<file path="config.mk">
export PLATFORM = sky130hd
export DESIGN_NAME = systolic_skew_feeder_flat
export DESIGN_NICKNAME = d
export VERILOG_FILES = /design/src/rtl/systolic_skew_feeder_if.sv /design/src/rtl/systolic_skew_feeder.sv /design/src/flat_wrapper.sv
export SDC_FILE = /design/constraint.sdc
export NUM_CORES = 2
export LEC_CHECK = 0
export BUFFER_PORTS_ARGS = -buffer_cell sky130_fd_sc_hd__buf_2
export CAP_MARGIN = 15
export CORE_MARGIN = 1
export CORE_UTILIZATION = 40
export CTS_CLUSTER_DIAMETER = 200
export CTS_CLUSTER_SIZE = 24
export DETAILED_ROUTE_END_ITERATION = 6
export MAX_ROUTING_LAYER = met4
export PLACE_DENSITY = 0.64
export SKIP_CTS_REPAIR_TIMING = 1
export SLEW_MARGIN = 10
export SYNTH_ARGS = -nofsm -noshare
export SYNTH_HDL_FRONTEND = slang
export SYNTH_SLANG_ARGS = --single-unit
</file>
<file path="constraint.sdc">
create_clock -name clk -period 7.65 [get_ports clk]
set_input_delay 1.53 -clock clk [delete_from_list [all_inputs] [get_ports clk]]
set_output_delay 1.53 -clock clk [all_outputs]
set_load 0.02 [all_outputs]
</file>
<file path="src/rtl/systolic_skew_feeder_if.sv">
// Load/stream bus between a controller and the systolic operand feeder.
// The master drives row writes and start; the slave returns status and the skewed operand buses.
interface systolic_skew_feeder_if #(
    parameter int DATA_WIDTH = 8,
    parameter int N          = 8
);
    logic                       wr_en;
    logic                       wr_sel;
    logic [2:0]                 wr_row;
    logic [DATA_WIDTH*N-1:0]    wr_data;
    logic                       start;
    logic                       busy;
    logic                       done;
    logic                       feed_valid;
    logic [DATA_WIDTH*N-1:0]    left_out;
    logic [DATA_WIDTH*N-1:0]    top_out;

    modport master (
        output wr_en, wr_sel, wr_row, wr_data, start,
        input  busy, done, feed_valid, left_out, top_out
    );

    modport slave (
        input  wr_en, wr_sel, wr_row, wr_data, start,
        output busy, done, feed_valid, left_out, top_out
    );
endinterface

</file>
<file path="src/rtl/systolic_skew_feeder.sv">
// Operand feeder for an 8x8 systolic array: stores A and B, then streams them with
// row/column diagonal skew (FEED), idles while the array drains, and pulses done.
module systolic_skew_feeder #(
    parameter int DATA_WIDTH = 8,
    parameter int N          = 8
) (
    input  logic                   clk,
    input  logic                   reset,
    systolic_skew_feeder_if.slave  fbus
);
    localparam int         BUS_W  = DATA_WIDTH * N;
    localparam logic [3:0] T_LAST = 4'd14;
    localparam logic [2:0] D_LAST = 3'd6;

    typedef enum logic [1:0] {
        S_IDLE  = 2'd0,
        S_FEED  = 2'd1,
        S_DRAIN = 2'd2,
        S_DONE  = 2'd3
    } state_t;

    state_t     state_q, state_d;
    logic [3:0] t_q, t_d;
    logic [2:0] d_q, d_d;

    logic signed [DATA_WIDTH-1:0] a_q [N][N];
    logic signed [DATA_WIDTH-1:0] a_d [N][N];
    logic signed [DATA_WIDTH-1:0] b_q [N][N];
    logic signed [DATA_WIDTH-1:0] b_d [N][N];

    logic [BUS_W-1:0] left_q, left_d;
    logic [BUS_W-1:0] top_q, top_d;
    logic             busy_q, done_q, fv_q;
    logic             wr_ok;
    logic [3:0]       idx;

    always_comb begin
        state_d = state_q;
        t_d     = t_q;
        d_d     = d_q;
        unique case (state_q)
            S_IDLE, S_DONE: begin
                t_d = '0;
                d_d = '0;
                state_d = fbus.start ? S_FEED : S_IDLE;
            end
            S_FEED: begin
                if (t_q == T_LAST) begin
                    state_d = S_DRAIN;
                    t_d     = '0;
                    d_d     = '0;
                end else begin
                    t_d = t_q + 4'd1;
                end
            end
            S_DRAIN: begin
                if (d_q == D_LAST) begin
                    state_d = S_DONE;
                    d_d     = '0;
                end else begin
                    d_d = d_q + 3'd1;
                end
            end
            default: state_d = S_IDLE;
        endcase
    end

    // Storage is writable only outside a pass; a write coinciding with start lands before the first feed step.
    assign wr_ok = fbus.wr_en && ((state_q == S_IDLE) || (state_q == S_DONE));

    always_comb begin
        a_d = a_q;
        b_d = b_q;
        if (wr_ok) begin
            for (int k = 0; k < N; k++) begin
                if (!fbus.wr_sel) a_d[fbus.wr_row][k] = fbus.wr_data[k*DATA_WIDTH +: DATA_WIDTH];
                else              b_d[fbus.wr_row][k] = fbus.wr_data[k*DATA_WIDTH +: DATA_WIDTH];
            end
        end
    end

    // Outputs are computed from next-state values so the registered bus shows step t during FEED step t.
    always_comb begin
        left_d = '0;
        top_d  = '0;
        idx    = '0;
        if (state_d == S_FEED) begin
            for (int i = 0; i < N; i++) begin
                if (t_d >= 4'(i)) begin
                    idx = t_d - 4'(i);
                    if (idx <= 4'd7) begin
                        left_d[i*DATA_WIDTH +: DATA_WIDTH] = a_d[i][idx[2:0]];
                        top_d[i*DATA_WIDTH +: DATA_WIDTH]  = b_d[idx[2:0]][i];
                    end
                end
            end
        end
    end

    always_ff @(posedge clk or negedge reset) begin
        if (!reset) begin
            state_q <= S_IDLE;
            t_q     <= '0;
            d_q     <= '0;
            left_q  <= '0;
            top_q   <= '0;
            busy_q  <= 1'b0;
            done_q  <= 1'b0;
            fv_q    <= 1'b0;
            for (int i = 0; i < N; i++) begin
                for (int k = 0; k < N; k++) begin
                    a_q[i][k] <= '0;
                    b_q[i][k] <= '0;
                end
            end
        end else begin
            state_q <= state_d;
            t_q     <= t_d;
            d_q     <= d_d;
            left_q  <= left_d;
            top_q   <= top_d;
            busy_q  <= (state_d == S_FEED) || (state_d == S_DRAIN);
            done_q  <= (state_d == S_DONE);
            fv_q    <= (state_d == S_FEED);
            a_q     <= a_d;
            b_q     <= b_d;
        end
    end

    assign fbus.busy       = busy_q;
    assign fbus.done       = done_q;
    assign fbus.feed_valid = fv_q;
    assign fbus.left_out   = left_q;
    assign fbus.top_out    = top_q;
endmodule
</file>
<file path="src/flat_wrapper.sv">
// flat-port wrapper written by rule: the top's interface ports become plain ports
module systolic_skew_feeder_flat 
#(
    parameter int DATA_WIDTH = 8,
    parameter int N          = 8
)
  (clk, reset, fbus_wr_en, fbus_wr_sel, fbus_wr_row, fbus_wr_data, fbus_start, fbus_busy, fbus_done, fbus_feed_valid, fbus_left_out, fbus_top_out);
  systolic_skew_feeder_if #(.DATA_WIDTH(DATA_WIDTH), .N(N)) fbus_i ();
  input  logic clk;
  input  logic reset;
  input wire logic [$bits(fbus_i.wr_en)-1:0] fbus_wr_en;
  input wire logic [$bits(fbus_i.wr_sel)-1:0] fbus_wr_sel;
  input wire logic [$bits(fbus_i.wr_row)-1:0] fbus_wr_row;
  input wire logic [$bits(fbus_i.wr_data)-1:0] fbus_wr_data;
  input wire logic [$bits(fbus_i.start)-1:0] fbus_start;
  output wire logic [$bits(fbus_i.busy)-1:0] fbus_busy;
  output wire logic [$bits(fbus_i.done)-1:0] fbus_done;
  output wire logic [$bits(fbus_i.feed_valid)-1:0] fbus_feed_valid;
  output wire logic [$bits(fbus_i.left_out)-1:0] fbus_left_out;
  output wire logic [$bits(fbus_i.top_out)-1:0] fbus_top_out;
  assign fbus_i.wr_en = fbus_wr_en;
  assign fbus_i.wr_sel = fbus_wr_sel;
  assign fbus_i.wr_row = fbus_wr_row;
  assign fbus_i.wr_data = fbus_wr_data;
  assign fbus_i.start = fbus_start;
  assign fbus_busy = fbus_i.busy;
  assign fbus_done = fbus_i.done;
  assign fbus_feed_valid = fbus_i.feed_valid;
  assign fbus_left_out = fbus_i.left_out;
  assign fbus_top_out = fbus_i.top_out;
  systolic_skew_feeder #(.DATA_WIDTH(DATA_WIDTH), .N(N)) u_core (.clk(clk), .reset(reset), .fbus(fbus_i));
endmodule
</file>
==> results.ini <==
[placed_design]
dpl_cell_area_mm2 = 0.05549
io_buffers = 202
dp_hpwl_um = 108400
place.gp.congestion = 0.8878

[synthesis]
ys_seq_area_share_pct = 54.61
syn_area_per_cell_um2 = 10.70
synth_edf_count = 0
syn_inst = 4987
synth-seq-cells = 1164
synth_top_flop_cell = dfrtp_1
synth_area_mm2 = 0.05334
ys_types = 78
yosys_warnings = 0
async_reset_ff_share_pct = 100.0
syn-num-nets = 5078

[sta]
finalHoldViolCount = 0
period_share_pct = 62.10
tightest_slew_ps = 1103
slew_viol_final = 0
slew_headroom_pct = 26.26
fin_crit_ps = 4751
clock.fmax_mhz = 210.5
fin_skew_ps = 22.31
rsz0062_at_grt = no
setup-tns-final_ps = 0
finalSetupViolCount = 0

[job]
cap_violations = 0

[power]
vdd_ir_drop_max_mv = 0.2345
combPwrFrac_pct = 22.4
p_seq_share_pct = 53.7
p_sw_share_pct = 30.19
clkPwrFrac_pct = 23.9
powerDensity_mw_per_mm2 = 240.1
p_int_w = 0.009542
p_leak_nw = 27.75
p_sw_w = 0.004126
p_total_w = 0.01367

[grt]
grt_usage_pct = 26.42
grt_pass1_vias = 37770
grt_max_degree = 149
grt_overflow = 0
antenna_found_initial = 26
grt_pass1_wl_um = 259100

[critical_path]
path_max_fanout = 29
required_ps = 8270
reg2regPathDepth = 13
path_class = reg2reg
cp_data_arrival_time_ps = 5370
timing.rr.start = u_core.state_q[0]$_DFF_PN0_
cp-startpoint = u_core.state_q[0]$_DFF_PN0_
r2r_setup_slack_ps = 2900
cp-end-kind = register
setup.worst_path.start_class = register

[worst_hold_path]
hold_start = u_core.b_q[25]$_DFF_PN0_
hold_path_class = reg2reg
min_delay_path_depth = 2

[die]
rows = 133
die_h_um = 367.2
floorplan.initialDensity_pct = 40.42
ioPinCount = 203
die_w_um = 367.2
dieArea_mm2 = 0.1348
coreArea_mm2 = 0.1320

[clock_network]
tritoncts = done
clock_path_buffers = 3
cts_buffers = 54
htree_levels = 2
clock-sinks = 1164
clk_pin_slew_worst_paths_ps = 100
root_buffer = clkbuf_16
clk_latency_ps = 680

[drt]
drt_iter0_markers = 4706
post_drt_wl_per_cell_um = 26.51
vias = 38890
wl_um = 176500
dr.pass1.iters = 5
drtAntennaViolNets = 0
via_per_inst = 5.840
drc = 0

[final_layout]
num-fill-cells = 12420
mostFrequentLayoutCells = 1355 x nand2_1, 1164 x dfrtp_1, 631 x mux2_2
stdcell_area_mm2 = 0.05693
nNetsFinal = 4986
post-route-util_pct = 43.14
final_common_cell = nand2_1
final_layout_size_suffix_gt1_share_pct = 22.20
areaGrowthSynthToFinish_pct = 6.730

[status]
status = completed

[Yosys cell counts, drive strengths merged, types with 32 or more instances]
master / count / share of area, %
a21oi: 75 / 0.70
a31oi: 32 / 0.38
clkbuf: 229 / 1.6
mux2: 637 / 13
dfrtp: 1164 / 55
mux2i: 200 / 3.8
nor2: 246 / 1.7
nand3: 64 / 0.60
o21ai: 136 / 1.3
buf: 201 / 2.1
o22ai: 70 / 0.82
nor3: 162 / 1.5
nand2: 1363 / 9.6
mux4: 55 / 2.3
[power by group through the flow]
stage	logic (W)	clock network, W	registers, W
after floorplan	0.00214	0	0.00737
after global placement	0.00296	0	0.00741
after detailed placement	0.00302	0	0.00745
after CTS	0.00303	0.00333	0.00733
after global routing	0.00332	0.00353	0.00742
final	0.00306	0.00327	0.00734
[kinds of logic (layout without fill, tap and decap cells)]
group | count (synthesis) | count (layout) | synth area share, %
and+or+nand+nor | 1921 | 1921 | 14.55
adders and majority gates | 19 | 19 | 0.4457
DFF | 1164 | 1164 | 54.61
muxes | 892 | 892 | 19.57
xor gates and xnor gates | 8 | 8 | 0.2088
AOI/OAI and AO/OA | 537 | 537 | 6.805
buffers and inverters | 446 | 355 | 3.807
other | 0 | 8 | 0
[final cells by class]
cell class | instances | area (um2) | area share (%)
Timing Repair Buffer | 282 | 1714 | 3.011
Sequential cell | 1164 | 29130 | 51.17
Inverter | 16 | 72.57 | 0.1275
Tap cell | 1755 | 2196 | 3.857
Clock inverter | 2 | 25.02 | 0.04396
Multi-Input combinational cell | 3377 | 22400 | 39.34
Antenna cell | 8 | 20.02 | 0.03517
Clock buffer | 55 | 1376 | 2.418
[sequential cells by signal, indices dropped and copies added (netlist names)]
name,count
u_core.a_q,512
u_core.fbus.left_out,64
u_core.fbus.feed_valid,1
u_core.fbus.done,1
u_core.d_q,3
u_core.state_q,2
u_core.fbus.top_out,64
u_core.b_q,512
u_core.fbus.busy,1
u_core.t_q,4
[worst paths after layout]
path / end
max: u_core.fbus.left_out[15]$_DFF_PN0_
min: u_core.b_q[25]$_DFF_PN0_
max reg2reg: u_core.fbus.left_out[15]$_DFF_PN0_
min reg2reg: u_core.b_q[25]$_DFF_PN0_
max in group asynchronous: u_core.b_q[268]$_DFF_PN0_
min in group asynchronous: u_core.a_q[336]$_DFF_PN0_
[critical path: stages, from the launching register on]
cell,delay [ps]
dfrtp_1,390
inv_1,70
ha_1,310
nand2b_1,250
o21ai_0,270
or2_2,170
buf_4,550
inv_4,250
ha_1,320
a21boi_0,160
xnor2_1,210
nand3_1,650
nor2_1,760
a22o_1,260
[per-layer routing]
| layer | wire length (um) | GRT usage, % | part of all wire (%) | up-vias |
|---|---|---|---|---|
| met3 | 13900 | 3.813 | 7.9 | 236 |
| met1 | 76070 | 36.49 | 43 | 20130 |
| li1 | - | - | - | 16800 |
| met4 | 5843 | 8.381 | 3.3 | 0 |
| met2 | 80690 | 40.11 | 46 | 1721 |
| met5 | 0 | - | 0 | - |
[through the flow]
stage          hold WS, ps  std cells  setup slack, ps
2_1_floorplan        432.2       4987             3757
3_3_place_gp         443.2       6592             2951
3_5_place_dp         452.6       6592             2932
4_1_cts              473.7       6649             3067
5_1_grt              495.5       6653             2704
6_report             471.2       6659             2899
Power figures use the tool's default switching activity.
